[config.mk]
export PLATFORM = sky130hd
export DESIGN_NAME = gb_apu_frame_sequencer
export DESIGN_NICKNAME = d
export VERILOG_FILES = /design/src/rtl/gb_apu_pkg.sv /design/src/rtl/gb_apu_div_tick.sv /design/src/rtl/gb_apu_frame_sequencer.sv
export SDC_FILE = /design/constraint.sdc
export NUM_CORES = 1
export LEC_CHECK = 0
export ABC_CLOCK_PERIOD_IN_PS = 2000
export BUFFER_PORTS_ARGS = -buffer_cell sky130_fd_sc_hd__buf_2
export CORE_MARGIN = 10
export CORE_UTILIZATION = 50
export CTS_CLUSTER_DIAMETER = 120
export DETAILED_ROUTE_END_ITERATION = 10
export HOLD_SLACK_MARGIN = 0.1
export MAX_ROUTING_LAYER = met4
export PLACE_DENSITY = 0.67
export RECOVER_POWER = 50
export SETUP_SLACK_MARGIN = 0.1
export SLEW_MARGIN = 40
export SYNTH_ARGS = -nofsm -noshare
export SYNTH_HDL_FRONTEND = slang
export SYNTH_SLANG_ARGS = --single-unit
export TNS_END_PERCENT = 1
[constraint.sdc]
create_clock -name clk -period 2 [get_ports clk]
set_input_delay 0 -clock clk [delete_from_list [all_inputs] [get_ports clk]]
set_output_delay 0 -clock clk [all_outputs]
set_load 0.03 [all_outputs]
[src/rtl/gb_apu_pkg.sv]
// Shared types and per-step decode tables for the APU frame sequencer.
// Bit N of each mask is set when step N produces that pulse.
package gb_apu_pkg;

    localparam int FS_STEPS = 8;

    typedef logic [2:0] fs_step_t;

    localparam logic [FS_STEPS-1:0] LEN_MASK   = 8'b0101_0101;
    localparam logic [FS_STEPS-1:0] SWEEP_MASK = 8'b0100_0100;
    localparam logic [FS_STEPS-1:0] ENV_MASK   = 8'b1000_0000;

    typedef struct packed {
        logic length;
        logic sweep;
        logic vol_env;
    } fs_pulse_t;

    function automatic fs_pulse_t decode_step(input fs_step_t s);
        fs_pulse_t p;
        p.length  = LEN_MASK[s];
        p.sweep   = SWEEP_MASK[s];
        p.vol_env = ENV_MASK[s];
        return p;
    endfunction

endpackage

[src/rtl/gb_apu_div_tick.sv]
// Produces the 512 Hz base event, either from an internal clk prescaler
// or from the falling edge of the timer DIV bit.
module gb_apu_div_tick #(
    parameter int EXT_DIV = 0,
    parameter int DIVIDER = 8192
) (
    input  logic clk,
    input  logic reset,
    input  logic apu_en,
    input  logic div_bit,
    output logic base_event
);

    // Sampled even while powered down, so the first edge after power-up
    // is judged against the real previous level.
    logic div_prev;

    always_ff @(posedge clk or negedge reset) begin
        if (!reset) begin
            div_prev <= 1'b0;
        end else begin
            div_prev <= div_bit;
        end
    end

    generate
        if (EXT_DIV != 0) begin : g_ext
            assign base_event = div_prev & ~div_bit & apu_en;
        end else begin : g_int
            localparam int CW = (DIVIDER > 1) ? $clog2(DIVIDER) : 1;

            logic [CW-1:0] count;
            logic          at_wrap;
            logic          unused_div_prev;

            assign at_wrap         = (count == CW'(DIVIDER - 1));
            assign base_event      = apu_en & at_wrap;
            assign unused_div_prev = div_prev;

            always_ff @(posedge clk or negedge reset) begin
                if (!reset) begin
                    count <= '0;
                end else if (!apu_en || at_wrap) begin
                    count <= '0;
                end else begin
                    count <= count + CW'(1);
                end
            end
        end
    endgenerate

endmodule

[src/rtl/gb_apu_frame_sequencer.sv]
// APU frame sequencer: 8-step counter turning the base event into
// single-cycle length / sweep / envelope clock pulses.
module gb_apu_frame_sequencer
    import gb_apu_pkg::*;
#(
    parameter int EXT_DIV = 0,
    parameter int DIVIDER = 8192
) (
    input  logic       clk,
    input  logic       reset,
    input  logic       apu_en,
    input  logic       div_bit,
    output logic       clk_length_ctr,
    output logic       clk_sweep,
    output logic       clk_vol_env,
    output logic [2:0] step,
    output logic       length_skip_next
);

    logic      base_event;
    fs_step_t  step_q;
    fs_pulse_t pulse_q;

    gb_apu_div_tick #(
        .EXT_DIV (EXT_DIV),
        .DIVIDER (DIVIDER)
    ) u_div_tick (
        .clk        (clk),
        .reset      (reset),
        .apu_en     (apu_en),
        .div_bit    (div_bit),
        .base_event (base_event)
    );

    // Power-down takes priority over a coincident event: no pulse, step 0.
    always_ff @(posedge clk or negedge reset) begin
        if (!reset) begin
            step_q  <= '0;
            pulse_q <= '0;
        end else if (!apu_en) begin
            step_q  <= '0;
            pulse_q <= '0;
        end else if (base_event) begin
            pulse_q <= decode_step(step_q);
            step_q  <= step_q + 3'd1;
        end else begin
            pulse_q <= '0;
        end
    end

    assign clk_length_ctr   = pulse_q.length;
    assign clk_sweep        = pulse_q.sweep;
    assign clk_vol_env      = pulse_q.vol_env;
    assign step             = step_q;
    assign length_skip_next = step_q[0];

endmodule
==> results of run 1 <==
[final cells by class]
cell class	count	share of cell area, %
flip-flops and latches	19	46.1
multi-input cells	61	39.6
inverters	6	2.18
repair buffers	12	6.55
clock buffers	4	2.55
well taps	25	3.03
[worst min-delay path by stage]
stage	endpoint	startpoint	slack, ns	depth (start not counted)
3_5_place_dp	u_div_tick.g_int.count[10]	reset	-0.03	1
4_1_cts	step[2]	reset	0.17	2
3_3_place_gp	u_div_tick.g_int.count[10]	reset	-0.04	1
6_report	u_div_tick.g_int.count[10]	reset	0.37	2
2_1_floorplan	clk_length_ctr	reset	-0.30	0
5_1_grt	step[2]	reset	0.45	2
[registers in the layout, summed over array words and instances, names as in the netlist]
signal                  count
clk_sweep                   1
step                        3
clk_length_ctr              1
u_div_tick.g_int.count     13
clk_vol_env                 1
[synthesized netlist by cell type]
master	number
and2_1	2
or4_1	6
nand2_1	6
nor4_1	2
nand4_4	1
o31ai_1	4
nand3_1	4
buf_6	2
dfrtp_1	19
o21ai_0	4
o22ai_1	2
a21oi_1	8
buf_2	1
o41ai_2	1
inv_1	6
nor2_1	6
nand3_2	1
o2bb2ai_1	1
nand4_1	2
xor2_1	2
buf_4	1
xnor2_1	1
ha_1	4
or3_1	4
[cell families after synthesis]
group,count (synthesis)
simple gates,34
flops,19
compound gates,20
xor+xnor,3
buf+inv,10
fa+ha+maj,4
[metrics by stage]
step           total power, uW  instance area (sq um)
3_5_place_dp               430                    990
6_report                   615                   1030
5_1_grt                    645                   1030
4_1_cts                    624                   1040
3_3_place_gp               429                    990
2_1_floorplan              414                    941
[worst max-delay path: cells and delay by family, from the launching register on]
kind,cells,cell delay [ns]
AND/OR/NAND/NOR,2,0.82
adder cells (fa/ha/maj),1,0.27
flip-flops,1,0.40
AO/OA/AOI/OAI,1,0.14
[layer usage]
metal	up-vias	share of wire (%)	track usage (%)
li1	351	-	-
met1	344	46	10.3
met2	7	49	14.7
met3	4	3.2	3.71
met4	0	1.4	3.28
met5	-	0	-
[where the power goes]
group / internal [uW] / total, uW / switching [uW]
combinational: 10.9 / 29.2 / 18.4
clock: 77.7 / 191 / 114
sequential: 389 / 394 / 5.63
total: 477 / 615 / 138
[timing repair]
action                                 CTS  global route
endpoints found under the hold margin   25             0
buffers inserted                         0             0
resized for setup                        0             0
hold buffers                             2             0
==> impl_metrics.csv, run 1 <==
group,metric,value,unit
timing,tightest_slew,0.993,ns
critical_path,path_max_fanout,11,
placed_design,place_congestion,0.732,
synth,yosysSeqAreaShare,50.5,%
timing,setup_violations,0,
grt,grt_pass1_vias,675,
timing,whs,0.374,ns
critical_path,r2r_cells,4,
floorplanning,floorplan.initialDensity,53.3,%
synth,ys_ff_latch,19,
timing,finClkSkew,0.00386,ns
clock_tree,clock_path_buffers,2,
route,ant_nets,0,
cells_and_area,syn_to_final_growth,9.57,%
pwr,power.density,597,nW/um^2
timing,fin_setup_tns,0,ns
grt,antenna_found_initial,0,
pwr,leakage,0.000446,uW
route,via_per_inst,5.56,
route,drc,0,
worst_hold_path,holdCritPathClass,"in2async",
grt,grt_max_degree,20,
clock_tree,numCtsBuffers,3,
clock_tree,cts-htree-levels,1,
clock_tree,root_buffer,"clkbuf_4",
floorplanning,die_w,63.4,um
flow_run,drv_cap,0,
floorplanning,core,1760,sq um
cells_and_area,multi_input_area,408,sq um
timing,hold_viol,0,
run_status,status,"complete, no violations",
cells_and_area,final_common_cell,"dfrtp_1",
synth,yosys.area.top_type_share,50.5,%
critical_path,cp-end-kind,"flop",
cells_and_area,final_core_util,58.4,%
synth,synth_nets,98,
synth,synth_top_area_cell,"dfrtp_1",
synth,syn_avg_cell_area,10.5,sq um
grt,track_usage,9.27,%
floorplanning,num_rows,15,
timing,drv_slew,0,
critical_path,crit_required,2.22,ns
placed_design,dpl.cell_count,121,
route,routedWlPerCell,13.0,um
critical_path,critPathKind,"reg2reg",
clock_tree,clkLatencyLatePin,0.29,ns
critical_path,slowest_stage,"or4_1",
critical_path,r2r_slack,0.30,ns
pwr,peakVddDrop,0.000397,V
critical_path,crit_end,"step[1]",
timing,max_freq,0.587,GHz
route,wl,1660,um
synth,synth.distinct_cells,24,
cells_and_area,mostFrequentLayoutCells,"19 x dfrtp_1, 8 x a21oi_1",
cells_and_area,nNetsFinal,111,
route,drt_iter0_drc,19,
synth,yosysWarningCount,0,
floorplanning,die_y,63.4,um
cells_and_area,fill_cells,162,
floorplanning,ios,11,
cells_and_area,n_antenna_cell,0,
cells_and_area,drive_above_1_share,11.8,%
synth,synth_compound_area_share,13.6,%
critical_path,path_cells,"ha_1, nand3_2, or4_1, o22ai_1",
placed_design,preCtsSetupSlack,0.292,ns
synth,synth.area.top_cells,"dfrtp_1 51%, ha_1 5.3%, or4_1 4.8%",
synth,synth_area,941,sq um
critical_path,r2r-end,"step[1]",
synth,muxShareOfSynthArea,0,%
synth,synth-simple-area-share,21.7,%
synth,synth_top_family_by_area,"simple AND/OR/NAND/NOR gates",
cells_and_area,regArea,475,sq um
critical_path,r2r_start,"u_div_tick.g_int.count[0]",
floorplanning,design.die.area,4020,sq um
cells_and_area,instances_no_fill,127,
critical_path,worstSetupStartpoint,"u_div_tick.g_int.count[0]",
critical_path,cp-start-kind,"flop",
timing,relSlewSlack,33.8,%
critical_path,cpPeakStageDelay,0.60,ns
synth,syn_inst,90,
clock_tree,cts_tree,"done",
placed_design,hpwl,1210,um
clock_tree,cts.sinks,19,
timing,fin_ws,0.298,ns
route,first_pass_iters,4,
timing,rsz0062_at_grt,"no",
grt,grt_overflow,0,
timing,final.min_clock_period,1.70,ns
route,vias,706,
synth,synthAdderAreaFrac,5.32,%
synth,synthXorXnorAreaFrac,2.79,%
clock_tree,path_clk_slew,0.10,ns
critical_path,worstPathArrival,1.92,ns
timing,post-route-period-util,85.1,%
placed_design,io_buffer_count,9,
grt,grt_pass1_wl,2990,um
No activity file was read; power rests on OpenSTA's default activity.
==> inputs of run 2 (changes only) <==
- RECOVER_POWER: 50 -> 100
==> impl_metrics.csv, run 2 (synthesis gave the netlist of run 1 again) <==
group,metric,value,unit
timing,fin_setup_tns,0,ns
cells_and_area,regArea,475,sq um
placed_design,hpwl,1210,um
grt,grtUsageMet1,10.3,%
grt,grt_overflow,0,
route,routedWlPerCell,13.1,um
clock_tree,cts.sinks,19,
flow_run,drv_cap,0,
critical_path,path_max_fanout,11,
run_status,status,"complete, no violations",
floorplanning,design.die.area,4020,sq um
pwr,swShare,22.5,%
timing,relSlewSlack,33.9,%
floorplanning,die_w,63.4,um
cells_and_area,n_antenna_cell,0,
clock_tree,postCtsSetupRepairBufs,0,
timing,post-route-period-util,85.5,%
critical_path,cp-end-kind,"flop",
cells_and_area,stdcell_area,1030,sq um
pwr,p_int,477,uW
grt,grt_pass1_wl,2990,um
route,drc,0,
cells_and_area,mostFrequentLayoutCells,"19 x dfrtp_1, 9 x clkbuf_1, 8 x a21oi_1",
route,ant_nets,0,
critical_path,cp_top_family,"simple AND/OR/NAND/NOR gates",
timing,drv_slew,0,
placed_design,io_buffer_count,9,
timing,finClkSkew,0.00404,ns
pwr,power,616,uW
clock_tree,clkLatencyLatePin,0.29,ns
cells_and_area,top_register,"u_div_tick.g_int.count",
clock_tree,numCtsBuffers,3,
clock_tree,path_clk_slew,0.10,ns
placed_design,place_area,990,sq um
critical_path,path_cells,"ha_1, nand3_2, or4_1, o22ai_1",
pwr,peakVddDrop,0.000397,V
placed_design,place_congestion,0.732,
pwr,power_frac_seq,64.1,%
cells_and_area,nNetsFinal,111,
clock_tree,root_buffer,"clkbuf_4",
timing,rsz0062_at_grt,"no",
critical_path,critPathBufInv,0,
pwr,combPwrFrac,4.8,%
clock_tree,cts_tree,"done",
pwr,p_switching,138,uW
cells_and_area,final_common_cell,"dfrtp_1",
cells_and_area,syn_to_final_growth,9.04,%
grt,antenna_found_initial,0,
timing,hold_viol,0,
grt,gr-usage-met3,3.71,%
route,first_pass_iters,4,
grt,busiest_layer,"met2",
clock_tree,ctsResizeCount,0,
grt,track_usage,9.27,%
grt,grt_pass1_vias,675,
floorplanning,num_rows,15,
pwr,leakage,0.000426,uW
worst_hold_path,holdCritPathClass,"in2async",
grt,met2_usage,14.7,%
cells_and_area,drive_above_1_share,7.84,%
route,vias,704,
cells_and_area,multi_input_area,408,sq um
placed_design,dpl.cell_count,121,
cells_and_area,instances_no_fill,127,
floorplanning,floorplan.initialDensity,53.3,%
critical_path,cp-start-kind,"flop",
floorplanning,ios,11,
critical_path,worstPathArrival,1.93,ns
timing,tightest_slew,0.992,ns
critical_path,slowest_stage,"or4_1",
pwr,power.density,600,nW/um^2
clock_tree,cts-htree-levels,1,
timing,whs,0.373,ns
timing,final.min_clock_period,1.71,ns
cells_and_area,fill_cells,166,
floorplanning,die_y,63.4,um
pwr,power_frac_clock,31.2,%
critical_path,crit_required,2.22,ns
timing,setup_violations,0,
critical_path,critPathKind,"reg2reg",
route,wl,1670,um
route,drt_iter0_drc,19,
grt,grt_max_degree,20,
floorplanning,core,1760,sq um
cells_and_area,largest_register_ffs,13,
route,via_per_inst,5.54,
timing,max_freq,0.585,GHz
clock_tree,hold_buffers,2,
critical_path,cpPeakStageDelay,0.60,ns
clock_tree,clock_path_buffers,2,
==> run 2: cell count changes in the layout (fill, tap and decap cells not counted), sizes merged <==
cell,previous run,this run
buf,6,2
clkbuf,8,12
==> run 2: routing by layer <==
metal | part of all wire, % | vias to the layer above | wire length (um)
met3 | 2.8 | 4 | 47
met5 | 0 | - | 0
li1 | - | 351 | -
met2 | 48 | 8 | 806
met4 | 1.4 | 0 | 23
met1 | 47 | 341 | 792
==> run 2: final timing paths <==
| check | depth (start not counted) | slack [ns] | end | from |
|---|---|---|---|---|
| max in group asynchronous | 2 | 1.03 | u_div_tick.g_int.count[1] | reset |
| setup reg to reg | 4 | 0.29 | step[1] | u_div_tick.g_int.count[0] |
| setup / recovery | 4 | 0.29 | step[1] | u_div_tick.g_int.count[0] |
| hold reg to reg | 1 | 0.49 | u_div_tick.g_int.count[0] | u_div_tick.g_int.count[0] |
| min in group clk | 1 | 0.49 | u_div_tick.g_int.count[0] | u_div_tick.g_int.count[0] |
| hold / removal | 2 | 0.37 | u_div_tick.g_int.count[10] | reset |
==> run 2: power by group through the flow <==
stage | clock [uW] | combinational, uW | sequential (uW)
2_1_floorplan | 0 | 13.4 | 401
3_3_place_gp | 0 | 27.3 | 402
3_5_place_dp | 0 | 28.0 | 402
4_1_cts | 199 | 30.7 | 394
5_1_grt | 215 | 34.3 | 395
6_report | 192 | 29.3 | 394
==> run 2: final cells by class <==
class | count | share of cell area (%)
Clock buffer | 4 | 2.56
Inverter | 6 | 2.20
Multi-Input combinational cell | 61 | 39.8
Sequential cell | 19 | 46.3
Tap cell | 25 | 3.05
Timing Repair Buffer | 12 | 6.10
==> run 2: per-stage QoR <==
stage / worst slack [ns] / util (%)
floorplan: 0.468 / -
global route: 0.151 / 58.2
CTS: 0.269 / 58.7
detailed placement: 0.292 / 56.1
finish: 0.290 / 58.2
global placement: 0.348 / 56.1
